**src/rtl/prediction_streamer.sv**
```systemverilog
// Snapshots N core predictions on the rising edge of all_done and streams them out, one core per beat.
// Optional feature: define ARGMAX_EN to report the largest prediction index/value after each drained batch.
module prediction_streamer #(
    parameter  int N           = 4,
    parameter  int OUTPUT_SIZE = 32,
    localparam int IDX_W       = $clog2(N)
) (
    input  logic                     clk,
    input  logic                     rst,
    input  logic                     all_done,
    input  logic [N*OUTPUT_SIZE-1:0] predictions,
    output logic                     m_valid,
    input  logic                     m_ready,
    output logic [OUTPUT_SIZE-1:0]   m_data,
    output logic [IDX_W-1:0]         m_core_id,
    output logic                     m_last,
    output logic                     busy,
    output logic                     overflow,
    output logic [7:0]               batch_cnt,
    output logic                     argmax_valid,
    output logic [IDX_W-1:0]         argmax_id,
    output logic [OUTPUT_SIZE-1:0]   argmax_val
);

    typedef enum logic [0:0] {
        ST_IDLE = 1'b0,
        ST_SEND = 1'b1
    } state_t;

    state_t                 state_r;
    logic                   all_done_q_r;
    logic [OUTPUT_SIZE-1:0] buffer_r [N];

    logic                   start_s;
    logic                   accept_s;
    logic                   xfer_s;
    logic [IDX_W-1:0]       idx_next_s;

    // Edge detect, transfer handshake and next beat index.
    always_comb begin
        start_s    = all_done & ~all_done_q_r;
        accept_s   = start_s & (state_r == ST_IDLE);
        xfer_s     = m_valid & m_ready;
        idx_next_s = m_core_id + IDX_W'(1);
    end

    // Batch capture and stream sequencing; m_core_id doubles as the beat index.
    always_ff @(posedge clk or negedge rst) begin
        if (!rst) begin
            state_r      <= ST_IDLE;
            all_done_q_r <= 1'b1;
            m_valid      <= 1'b0;
            m_data       <= {OUTPUT_SIZE{1'b0}};
            m_core_id    <= {IDX_W{1'b0}};
            m_last       <= 1'b0;
            busy         <= 1'b0;
            overflow     <= 1'b0;
            batch_cnt    <= 8'd0;
            for (int i = 0; i < N; i++) begin
                buffer_r[i] <= {OUTPUT_SIZE{1'b0}};
            end
        end else begin
            all_done_q_r <= all_done;
            case (state_r)
                ST_IDLE: begin
                    if (accept_s) begin
                        for (int i = 0; i < N; i++) begin
                            buffer_r[i] <= predictions[i*OUTPUT_SIZE +: OUTPUT_SIZE];
                        end
                        state_r   <= ST_SEND;
                        m_valid   <= 1'b1;
                        busy      <= 1'b1;
                        m_data    <= predictions[0 +: OUTPUT_SIZE];
                        m_core_id <= {IDX_W{1'b0}};
                        m_last    <= (N == 1) ? 1'b1 : 1'b0;
                    end else begin
                        state_r <= ST_IDLE;
                    end
                end
                ST_SEND: begin
                    // Any new batch edge while draining is lost, including on the final beat.
                    if (start_s) begin
                        overflow <= 1'b1;
                    end else begin
                        overflow <= overflow;
                    end
                    if (xfer_s && m_last) begin
                        state_r   <= ST_IDLE;
                        m_valid   <= 1'b0;
                        busy      <= 1'b0;
                        m_data    <= {OUTPUT_SIZE{1'b0}};
                        m_core_id <= {IDX_W{1'b0}};
                        m_last    <= 1'b0;
                        batch_cnt <= batch_cnt + 8'd1;
                    end else if (xfer_s) begin
                        m_core_id <= idx_next_s;
                        m_data    <= buffer_r[idx_next_s];
                        m_last    <= (idx_next_s == IDX_W'(N - 1)) ? 1'b1 : 1'b0;
                    end else begin
                        state_r <= ST_SEND;
                    end
                end
                default: begin
                    state_r <= ST_IDLE;
                    m_valid <= 1'b0;
                    busy    <= 1'b0;
                    m_last  <= 1'b0;
                end
            endcase
        end
    end

`ifdef ARGMAX_EN
    logic [OUTPUT_SIZE-1:0] run_val_r;
    logic [IDX_W-1:0]       run_id_r;
    logic [OUTPUT_SIZE-1:0] cand_val_s;
    logic [IDX_W-1:0]       cand_id_s;

    // Strictly-greater compare so ties keep the lowest core index.
    always_comb begin
        if (m_data > run_val_r) begin
            cand_val_s = m_data;
            cand_id_s  = m_core_id;
        end else begin
            cand_val_s = run_val_r;
            cand_id_s  = run_id_r;
        end
    end

    // Running maximum over transferred beats and one-cycle result pulse.
    always_ff @(posedge clk or negedge rst) begin
        if (!rst) begin
            run_val_r    <= {OUTPUT_SIZE{1'b0}};
            run_id_r     <= {IDX_W{1'b0}};
            argmax_valid <= 1'b0;
            argmax_id    <= {IDX_W{1'b0}};
            argmax_val   <= {OUTPUT_SIZE{1'b0}};
        end else begin
            if (accept_s) begin
                run_val_r    <= {OUTPUT_SIZE{1'b0}};
                run_id_r     <= {IDX_W{1'b0}};
                argmax_valid <= 1'b0;
            end else if (xfer_s) begin
                run_val_r <= cand_val_s;
                run_id_r  <= cand_id_s;
                if (m_last) begin
                    argmax_valid <= 1'b1;
                    argmax_id    <= cand_id_s;
                    argmax_val   <= cand_val_s;
                end else begin
                    argmax_valid <= 1'b0;
                end
            end else begin
                argmax_valid <= 1'b0;
            end
        end
    end
`else
    assign argmax_valid = 1'b0;
    assign argmax_id    = {IDX_W{1'b0}};
    assign argmax_val   = {OUTPUT_SIZE{1'b0}};
`endif

endmodule
```
**config.mk**
```make
export PLATFORM = sky130hd
export DESIGN_NAME = prediction_streamer
export DESIGN_NICKNAME = d
export VERILOG_FILES = /design/src/rtl/prediction_streamer.sv
export SDC_FILE = /design/constraint.sdc
export NUM_CORES = 1
export LEC_CHECK = 0
export CAP_MARGIN = 20
export CELL_PAD_IN_SITES_DETAIL_PLACEMENT = 1
export CELL_PAD_IN_SITES_GLOBAL_PLACEMENT = 2
export CORE_ASPECT_RATIO = 1.75
export CORE_MARGIN = 3
export CORE_UTILIZATION = 32
export DETAILED_ROUTE_END_ITERATION = 6
export PLACE_DENSITY_LB_ADDON = 0.08
export SLEW_MARGIN = 10
export SYNTH_ARGS = -nofsm -noshare
export SYNTH_HDL_FRONTEND = slang
export SYNTH_SLANG_ARGS = --single-unit
```
**constraint.sdc**
```tcl
create_clock -name clk -period 4.22 [get_ports clk]
set_input_delay 1.266 -clock clk [delete_from_list [all_inputs] [get_ports clk]]
set_output_delay 1.266 -clock clk [all_outputs]
set_load 0.05 [all_outputs]
```
==> results.py <==
metrics = {
    "critical_path": {
        "slowest_delay_ps": 860,
        "cp.depth": 1,
        "critPathMaxFanout": 7,
        "end_kind": "output pin",
        "path_cells": "clkdlybuf4s50_1",
        "slowest_stage": "clkdlybuf4s50_1",
        "worstSetupPathType": "reg2out",
        "critical-path-top-delay-family": "buffers and inverters",
        "crit_path_start_kind": "register",
        "required_ps": 2950,
        "r2r_cells": 5,
        "cp_data_arrival_time_ps": 1790,
        "crit_buf_inv": 1,
    },
    "grt": {
        "grt_pass1_vias": 6946,
        "antenna_found_initial": 0,
        "grt_pass1_wl_um": 38600,
        "grt_use_total": 0.183,
        "grt_max_degree": 145,
        "grt-ovfl-total": 0,
    },
    "logic_synthesis": {
        "syn_area_per_cell_um2": 9.98,
        "yosys_register_bits": 175,
        "netlist_instances": 795,
        "synth_edf_count": 0,
        "async_flop_share": 1.00,
        "synth_ff_type": "dfrtp_1",
        "syn_area_um2": 7930,
        "ys_seq_area_frac": 0.552,
        "yosysWarningCount": 0,
        "ys_types": 34,
    },
    "min_path": {
        "min_path_type": "reg2reg",
        "min_path_cells": 2,
    },
    "floorplanning": {
        "die_w_um": 125,
        "design.die.area_um2": 26800,
        "die_h_um": 214,
        "start_util": 0.328,
        "fp.coreArea_um2": 24200,
        "rows": 75,
        "io_pins": 213,
    },
    "drt": {
        "routed_wl_um": 23900,
        "drt_first_pass_iters": 4,
        "routed-via-count": 6065,
        "wl_per_cell_um": 18.8,
        "antenna_left": 0,
        "drt-initial-drc-count": 350,
        "drc_errors": 0,
        "via_per_inst": 4.78,
    },
    "cts": {
        "postCtsSetupBuffers": 0,
        "cts-root-buf": "clkbuf_16",
        "ctsResizeCount": 0,
        "numCtsBuffers": 17,
        "cts_tree": "done",
        "cts_max_level": 4,
        "clkLatencyLatePin_ps": 430,
        "clockBufferDepth": 2,
        "clock_sinks": 175,
        "postCtsHoldBufs": 0,
        "clkTransAtPathRegs_ps": 60,
    },
    "timing": {
        "setup_violations": 0,
        "finalCriticalPeriod_ps": 3050,
        "rsz0062_at_grt": "no",
        "fin_ws_ps": 1170,
        "worstMarginPinSlew_ps": 911,
        "timing.fmax_ghz": 0.328,
        "fin_worst_skew_ps": 10.1,
        "tns_ps": 0,
        "hold_viol_final": 0,
        "slew-limit-headroom": 0.391,
        "min_period_over_period": 0.723,
        "drv_slew": 0,
    },
    "pwr": {
        "p_switching_mw": 3.02,
        "combPwrFrac": 0.423,
        "p_int_mw": 4.88,
        "p_seq_frac": 0.366,
        "power-per-cell-area_nw_per_um2": 755,
        "p_sw_frac": 0.382,
        "power.leakage_nw": 4.97,
        "worst_ir_drop_vdd_v": 0.000297,
        "clock_power_share": 0.212,
    },
    "placed_design": {
        "numPortBuffers": 177,
        "placed_area_um2": 9850,
        "place_ws_ps": 842,
        "gp_congestion": 0.779,
        "hpwlAfterDp_um": 16100,
    },
    "cells_and_area": {
        "diodes": 0,
        "fill_cells": 2745,
        "nets": 1083,
        "area_growth_pct": 31.9,
        "fin_area_um2": 10500,
        "drive_above_1_share": 0.0811,
    },
    "flow_run": {
        "cap_violations": 0,
    },
    "status": {
        "outcome": "complete, no violations",
    },
}
==> kinds of logic after synthesis <==
logic type / Yosys count / share of synthesized area
xor gates and xnor gates: 7 / 0.00773
and+or+nand+nor: 433 / 0.221
other: 1 / 0.000473
DFF: 175 / 0.552
adders and majority gates: 2 / 0.00315
AOI/OAI and AO/OA: 52 / 0.0533
buffers and inverters: 92 / 0.0680
muxes: 33 / 0.0946
==> metal layers <==
layer  wire length [um]  global-route usage  up-vias
met5                  0                   0        -
met4                378              0.0532        0
met3                964              0.0381       23
met2              13000               0.334      139
met1               9500               0.214     3053
li1                   -                   -     2850
==> worst paths after layout <==
check	startpoint	end	slack [ps]
hold / removal	buffer_r[73]$_DFFE_PN0P_	buffer_r[73]$_DFFE_PN0P_	470
max in group asynchronous	rst	m_core_id[0]$_DFFE_PN0P_	2440
min in group asynchronous	rst	buffer_r[48]$_DFFE_PN0P_	830
setup reg to reg	m_core_id[0]$_DFFE_PN0P_	m_data[8]$_DFFE_PN0P_	1790
hold reg to reg	buffer_r[73]$_DFFE_PN0P_	buffer_r[73]$_DFFE_PN0P_	470
setup / recovery	busy$_DFFE_PN0P_	busy	1170
==> state kept, by name (all words and copies together) (netlist names) <==
| name | count |
|---|---|
| all_done_q_r | 1 |
| m_data | 32 |
| busy | 1 |
| batch_cnt | 8 |
| m_core_id | 2 |
| m_last | 1 |
| buffer_r | 128 |
| state_r | 1 |
| overflow | 1 |
==> worst register-to-register path: cells and delay by family (launching register included) <==
| kind | cells | cell delay, ps |
|---|---|---|
| buf+inv | 1 | 70 |
| mux | 1 | 440 |
| fa+ha+maj | 1 | 880 |
| flops | 1 | 490 |
| simple gates | 1 | 150 |
| compound gates | 1 | 270 |
==> cells in the mapped netlist, types with 2 or more instances <==
master | count | area [um2]
mux4_2 | 27 | 608
buf_4 | 37 | 278
buf_2 | 17 | 85.1
buf_6 | 3 | 33.8
xor2_1 | 4 | 35.0
nor2_1 | 2 | 7.51
xnor2_1 | 3 | 26.3
a221o_1 | 19 | 190
dfrtp_1 | 174 | 4350
inv_1 | 5 | 18.8
buf_1 | 5 | 18.8
o21ai_0 | 14 | 70.1
a2bb2oi_1 | 13 | 114
clkbuf_1 | 24 | 90.1
a21o_1 | 2 | 15.0
mux4_1 | 5 | 131
ha_1 | 2 | 25.0
nor3_1 | 4 | 20.0
nand3_1 | 19 | 95.1
nor3b_1 | 20 | 150
nand2_1 | 383 | 1440
==> layout by cell type (no fill, tap or decap), types with 2 or more instances in the layout <==
cell	n
nand2_1	383
clkdlybuf4s50_1	176
dfrtp_1	173
conb_1	35
mux4_2	27
nor3b_1	19
a221o_1	19
nand3_1	18
clkbuf_16	17
o21ai_0	14
a2bb2oi_1	13
buf_4	7
inv_1	5
mux4_1	5
xor2_1	4
nor3_1	4
bufinv_16	4
clkinv_2	4
buf_12	4
xnor2_1	3
clkbuf_1	3
a21o_1	2
clkinvlp_4	2
==> area by class of cell <==
class / instances / area, um2 / area share
clock buffers: 21 / 450 / 0.0430
clock inverters: 11 / 164 / 0.0157
inverters: 5 / 18.8 / 0.00179
multi-input cells: 562 / 3160 / 0.302
flip-flops and latches: 175 / 4380 / 0.419
well taps: 308 / 385 / 0.0368
repair buffers: 188 / 1910 / 0.182
==> stage by stage <==
step | power, mW | cells | hold WS (ps) | util
2_1_floorplan | 5.19 | 829 | 437 | -
3_3_place_gp | 6.20 | 1238 | 451 | 0.407
3_5_place_dp | 6.32 | 1238 | 461 | 0.407
4_1_cts | 8.05 | 1270 | 477 | 0.432
5_1_grt | 8.43 | 1270 | 494 | 0.432
6_report | 7.91 | 1270 | 471 | 0.432
==> power by group through the flow <==
| stage | combinational (mW) | sequential [mW] | clock [mW] |
|---|---|---|---|
| after floorplan | 1.85 | 3.34 | 0 |
| after global placement | 3.33 | 2.86 | 0 |
| after detailed placement | 3.40 | 2.92 | 0 |
| after CTS | 3.42 | 2.91 | 1.73 |
| after global routing | 3.66 | 2.99 | 1.78 |
| final | 3.34 | 2.89 | 1.67 |
(Power assumes the default switching activity.)
